`src/rtl/pdm_modulator.sv`:
```
// Second-order sigma-delta modulator: signed PCM samples in through a 2-entry
// ready/valid FIFO, one PDM bit out per tick, each sample held for OSR bits.
module pdm_modulator #(
  parameter int DW  = 16,
  parameter int OSR = 64,
  parameter int DIV = 1
) (
  input  logic          clk,
  input  logic          rst,
  input  logic          en,
  input  logic [DW-1:0] pcm_in,
  input  logic          pcm_valid,
  output logic          pcm_ready,
  output logic          pdm_out,
  output logic          pdm_strobe,
  output logic          underrun,
  input  logic          clr_underrun
);

  localparam int AW  = DW + 4;
  localparam int XW  = AW + 2;
  localparam int DCW = (DIV > 1) ? $clog2(DIV) : 1;
  localparam int BCW = $clog2(OSR);

  // Arithmetic runs two bits wider than the accumulators so sat() sees the true sum.
  localparam logic signed [XW-1:0] FS      = {{(XW-DW){1'b0}}, 1'b1, {(DW-1){1'b0}}};
  localparam logic signed [XW-1:0] SAT_MAX = {3'b000, {(AW-1){1'b1}}};
  localparam logic signed [XW-1:0] SAT_MIN = {3'b111, {(AW-1){1'b0}}};

  logic [DW-1:0]        fifo_mem [2];
  logic                 wr_ptr;
  logic                 rd_ptr;
  logic [1:0]           fifo_cnt;
  logic                 push;
  logic                 pop;

  logic [DCW-1:0]       div_cnt;
  logic [BCW-1:0]       bit_cnt;
  logic                 tick;
  logic                 boundary;

  logic [DW-1:0]        cur_sample;
  logic signed [AW-1:0] i1;
  logic signed [AW-1:0] i2;
  logic signed [AW-1:0] i1_nxt;
  logic signed [AW-1:0] i2_nxt;
  logic signed [XW-1:0] x_ext;
  logic signed [XW-1:0] fb;
  logic signed [XW-1:0] sum1;
  logic signed [XW-1:0] sum2;

  function automatic logic signed [AW-1:0] sat(input logic signed [XW-1:0] v);
    if (v > SAT_MAX)      return SAT_MAX[AW-1:0];
    else if (v < SAT_MIN) return SAT_MIN[AW-1:0];
    else                  return v[AW-1:0];
  endfunction

  assign pcm_ready = (fifo_cnt != 2'd2);
  assign tick      = en && (div_cnt == DCW'(DIV - 1));
  assign boundary  = tick && (bit_cnt == BCW'(OSR - 1));
  assign push      = pcm_valid && pcm_ready;
  // No bypass: a sample pushed this cycle cannot satisfy this cycle's boundary.
  assign pop       = boundary && (fifo_cnt != 2'd0);

  always_comb begin
    x_ext  = {{(XW-DW){cur_sample[DW-1]}}, cur_sample};
    fb     = pdm_out ? FS : -FS;
    sum1   = {{2{i1[AW-1]}}, i1} + x_ext - fb;
    i1_nxt = sat(sum1);
    sum2   = {{2{i2[AW-1]}}, i2} + {{2{i1_nxt[AW-1]}}, i1_nxt} - fb;
    i2_nxt = sat(sum2);
  end

  always_ff @(posedge clk) begin
    if (push) fifo_mem[wr_ptr] <= pcm_in;
  end

  always_ff @(posedge clk or posedge rst) begin
    if (rst) begin
      wr_ptr   <= 1'b0;
      rd_ptr   <= 1'b0;
      fifo_cnt <= 2'd0;
    end else begin
      if (push) wr_ptr <= ~wr_ptr;
      if (pop)  rd_ptr <= ~rd_ptr;
      fifo_cnt <= fifo_cnt + {1'b0, push} - {1'b0, pop};
    end
  end

  // A boundary tick still modulates with the old cur_sample; the popped one applies next tick.
  always_ff @(posedge clk or posedge rst) begin
    if (rst) begin
      div_cnt    <= '0;
      bit_cnt    <= '0;
      i1         <= '0;
      i2         <= '0;
      pdm_out    <= 1'b0;
      pdm_strobe <= 1'b0;
      underrun   <= 1'b0;
      cur_sample <= '0;
    end else begin
      pdm_strobe <= tick;
      if (en) div_cnt <= tick ? '0 : div_cnt + DCW'(1);
      if (tick) begin
        bit_cnt <= boundary ? '0 : bit_cnt + BCW'(1);
        i1      <= i1_nxt;
        i2      <= i2_nxt;
        pdm_out <= ~i2_nxt[AW-1];
      end
      if (pop) cur_sample <= fifo_mem[rd_ptr];
      if (boundary && (fifo_cnt == 2'd0)) underrun <= 1'b1;
      else if (clr_underrun)              underrun <= 1'b0;
    end
  end

endmodule
```
`config.mk`:
```
export PLATFORM = sky130hd
export DESIGN_NAME = pdm_modulator
export DESIGN_NICKNAME = d
export VERILOG_FILES = /design/src/rtl/pdm_modulator.sv
export SDC_FILE = /design/constraint.sdc
export NUM_CORES = 1
export LEC_CHECK = 0
export CELL_PAD_IN_SITES_DETAIL_PLACEMENT = 0
export CELL_PAD_IN_SITES_GLOBAL_PLACEMENT = 1
export CORE_MARGIN = 3
export CORE_UTILIZATION = 49
export CTS_CLUSTER_DIAMETER = 120
export CTS_CLUSTER_SIZE = 16
export DETAILED_ROUTE_END_ITERATION = 7
export GPL_ROUTABILITY_DRIVEN = 0
export GPL_TIMING_DRIVEN = 1
export PLACE_DENSITY_LB_ADDON = 0.1
export SLEW_MARGIN = 20
export SYNTH_ARGS = -nofsm -noshare
export SYNTH_HDL_FRONTEND = slang
export SYNTH_SLANG_ARGS = --single-unit
```
`constraint.sdc`:
```
create_clock -name clk -period 9.77 [get_ports clk]
set_clock_uncertainty 0.1 [all_clocks]
set_input_delay 0.977 -clock clk [delete_from_list [all_inputs] [get_ports clk]]
set_output_delay 0.977 -clock clk [all_outputs]
set_load 0.05 [all_outputs]
```
==> results.tsv <==
metric	value	unit
grt_pass1_vias	4794	
core	0.01267	mm²
fin_setup_tns	0	ns
synth_seq_cells	102	
cts_buffer_depth	2	
grt_max_degree	71	
hold_class	register to register	
grt_setup_unrepaired	false	
wl_met2	6.594	mm
wl_met1	6.663	mm
rr_startpoint	i1[0]$_DFFE_PP0P_	
drt-pass1-iter-count	5	
die_w	120.3	µm
cpMostUsedCell	a21o_1	
setup_ws	0.6401	ns
synth_area_leader_cell	dfrtp_1	
path_depth	40	
die_h	120.3	µm
yosys-top-cells-area	dfrtp_1 27%, edfxtp_1 15%, ha_1 10%, a21oi_1 4.2%, nand2_1 4.0%	
timing_hold_violations_final	0	
slew_viol_final	0	
slowest_stage	fa_1	
synth_most_common_cell	dfrtp_1	
synthArstFlopShare	68.63	%
track_usage	20.50	%
syn_to_final_growth	10.38	%
overflow	0	
ys_seq_area_share	42.39	%
ant_nets	0	
port_buffers	24	
synthDistinctLibCells	66	
r2r_end	i2[15]$_DFFE_PP0P_	
crit_start	i1[0]$_DFFE_PP0P_	
max_freq	0.1095	GHz
clock-root-buffer	clkbuf_16	
fin_crit	9.130	ns
critPathKind	register to register	
cp_top_family	compound AO/OA/AOI/OAI gates	
drc	0	
dr_total_vias	4749	
cp-end-kind	register	
tightestPinTransition	0.9962	ns
ctsHoldBuffers	0	
period_share	93.45	%
die-area	0.01447	mm²
cts.reportedPaths.clkPinSlew	0.07	ns
synth.top_cell.area_share	27.37	%
dp_worst_setup_slack	0.5076	ns
crit_path_end	i2[15]$_DFFE_PP0P_	
synth_area	0.006400	mm²
status	finished, final reports clean	
rrSetupSlack	0.64	ns
wl_met3	422	µm
grt_pass1_wl	23.93	mm
antenna_found_initial	0	
crit_path_max_incr_delay	0.46	ns
yosysWarnings	0	
maxSlewHeadroom	33.58	%
htree_levels	3	
critPathArrivalTime	9.27	ns
synth-edff-count	32	
synth_ff_type	dfrtp_1	
rr_worst_depth	40	
fill_cells	1121	
critical_path_required	9.91	ns
setup_viol	0	
finalWirelength	13.88	mm
start_kind	register	
crit_fanout	16	
maxCapViolCount	0	
cts_tree	built	
floorplan.initialDensity	50.51	%
clock-sinks	102	
placementRows	41	
diodes	0	
dp_hpwl	9.805	mm
cp_num_buf_inv	3	
avgSynthCellArea	10.06	µm²
wire_per_inst	16.69	µm
cts_buffers	9	
num-nets-final	733	
drive_gt1_share	8.030	%
io_pins	25	
syn-num-nets	714	
whs_path_depth	1	
clk_latency	0.35	ns
highest-signal-layer	met4	
post_drt_via_cell_ratio	5.708	
first_iter_violations	269	
synthTopCellsByCount	70 x dfrtp_1, 68 x nand2_1, 54 x a21oi_1	
synth_cells	636	
cell type report:
class                   count  area (µm²)  area share, %
clock buffers              10       229.0          3.241
flip-flops and latches    102        2713          38.40
repair buffers             32       300.3          4.251
well taps                 172       215.2          3.046
multi-input cells         485        3458          48.96
inverters                  25       93.84          1.328
clock inverters             6       55.05         0.7793
placed cells by master, fill, tap and decap left out, types with 5 or more instances in the layout:
cell type / n
a21o_1: 14
a21oi_1: 53
a221o_1: 11
a221o_2: 5
a31oi_1: 11
and3_1: 6
buf_4: 8
clkbuf_16: 9
clkdlybuf4s50_1: 24
dfrtp_1: 70
edfxtp_1: 32
ha_1: 53
inv_1: 23
mux2i_1: 16
nand2_1: 68
nand2b_1: 6
nand3_1: 12
nand4_1: 11
nor2_1: 52
nor3_1: 10
o211ai_1: 11
o21a_1: 6
o21ai_0: 20
o31ai_1: 6
xnor2_1: 29
xor2_1: 16
registers in the layout, summed over array words and instances (netlist names):
name	flops
fifo_mem	32
i1	20
i2	20
cur_sample	16
bit_cnt	6
fifo_cnt	2
div_cnt	1
pdm_out	1
pdm_strobe	1
rd_ptr	1
underrun	1
wr_ptr	1
how the worst min path moves through the flow:
| stage | from | endpoint | slack, ns |
|---|---|---|---|
| after floorplan | bit_cnt[4]$_DFFE_PP0P_ | bit_cnt[4]$_DFFE_PP0P_ | 0.35 |
| after global placement | bit_cnt[4]$_DFFE_PP0P_ | bit_cnt[4]$_DFFE_PP0P_ | 0.37 |
| after detailed placement | div_cnt$_DFFE_PP0P_ | div_cnt$_DFFE_PP0P_ | 0.38 |
| after CTS | wr_ptr$_DFFE_PP0P_ | wr_ptr$_DFFE_PP0P_ | 0.40 |
| after global routing | bit_cnt[5]$_DFFE_PP0P_ | bit_cnt[3]$_DFFE_PP0P_ | 0.42 |
| final | wr_ptr$_DFFE_PP0P_ | wr_ptr$_DFFE_PP0P_ | 0.40 |
timing repair:
item                                    4_1_cts  5_1_grt
setup buffers                                 0        0
gates resized for setup                       0        3
endpoints found under the setup margin        0       19
per-layer routing:
layer / global-route usage (%) / vias up
li1: - / 2383
met4: 5.666 / 0
met1: 28.29 / 2265
met2: 33.68 / 84
met5: 0 / -
met3: 3.414 / 17
worst reg2reg max path, delay by kind of cell (launching register included):
kind / cells / cell delay, ns
DFF: 1 / 0.37
and+or+nand+nor: 8 / 1.30
buffers and inverters: 3 / 0.50
xor gates and xnor gates: 3 / 0.67
adders and majority gates: 6 / 2.18
AOI/OAI and AO/OA: 20 / 3.92
metrics by stage:
stage / hold WS [ns] / std cells / utilization (%) / cell area [µm²]
floorplan: 0.3459 / 636 / - / 6400
global placement: 0.3691 / 816 / 53.39 / 6765
detailed placement: 0.3841 / 816 / 53.39 / 6765
CTS: 0.4010 / 832 / 55.63 / 7049
global route: 0.4250 / 832 / 55.75 / 7064
finish: 0.3990 / 832 / 55.75 / 7064
cell families (layout without fill, tap and decap cells):
family          Yosys count  after routing  share of synthesized area (%)
simple gates            188            188                          13.88
compound gates          176            176                          19.08
flops                   102            102                          42.39
fa+ha+maj                57             57                          11.61
buf+inv                  49             73                          3.890
xor+xnor                 46             46                          6.295
mux                      18             18                          2.854
Power is left out: the tool's default activity adds up to more than one toggle a clock period on the data nets, which glitch-free logic cannot reach.
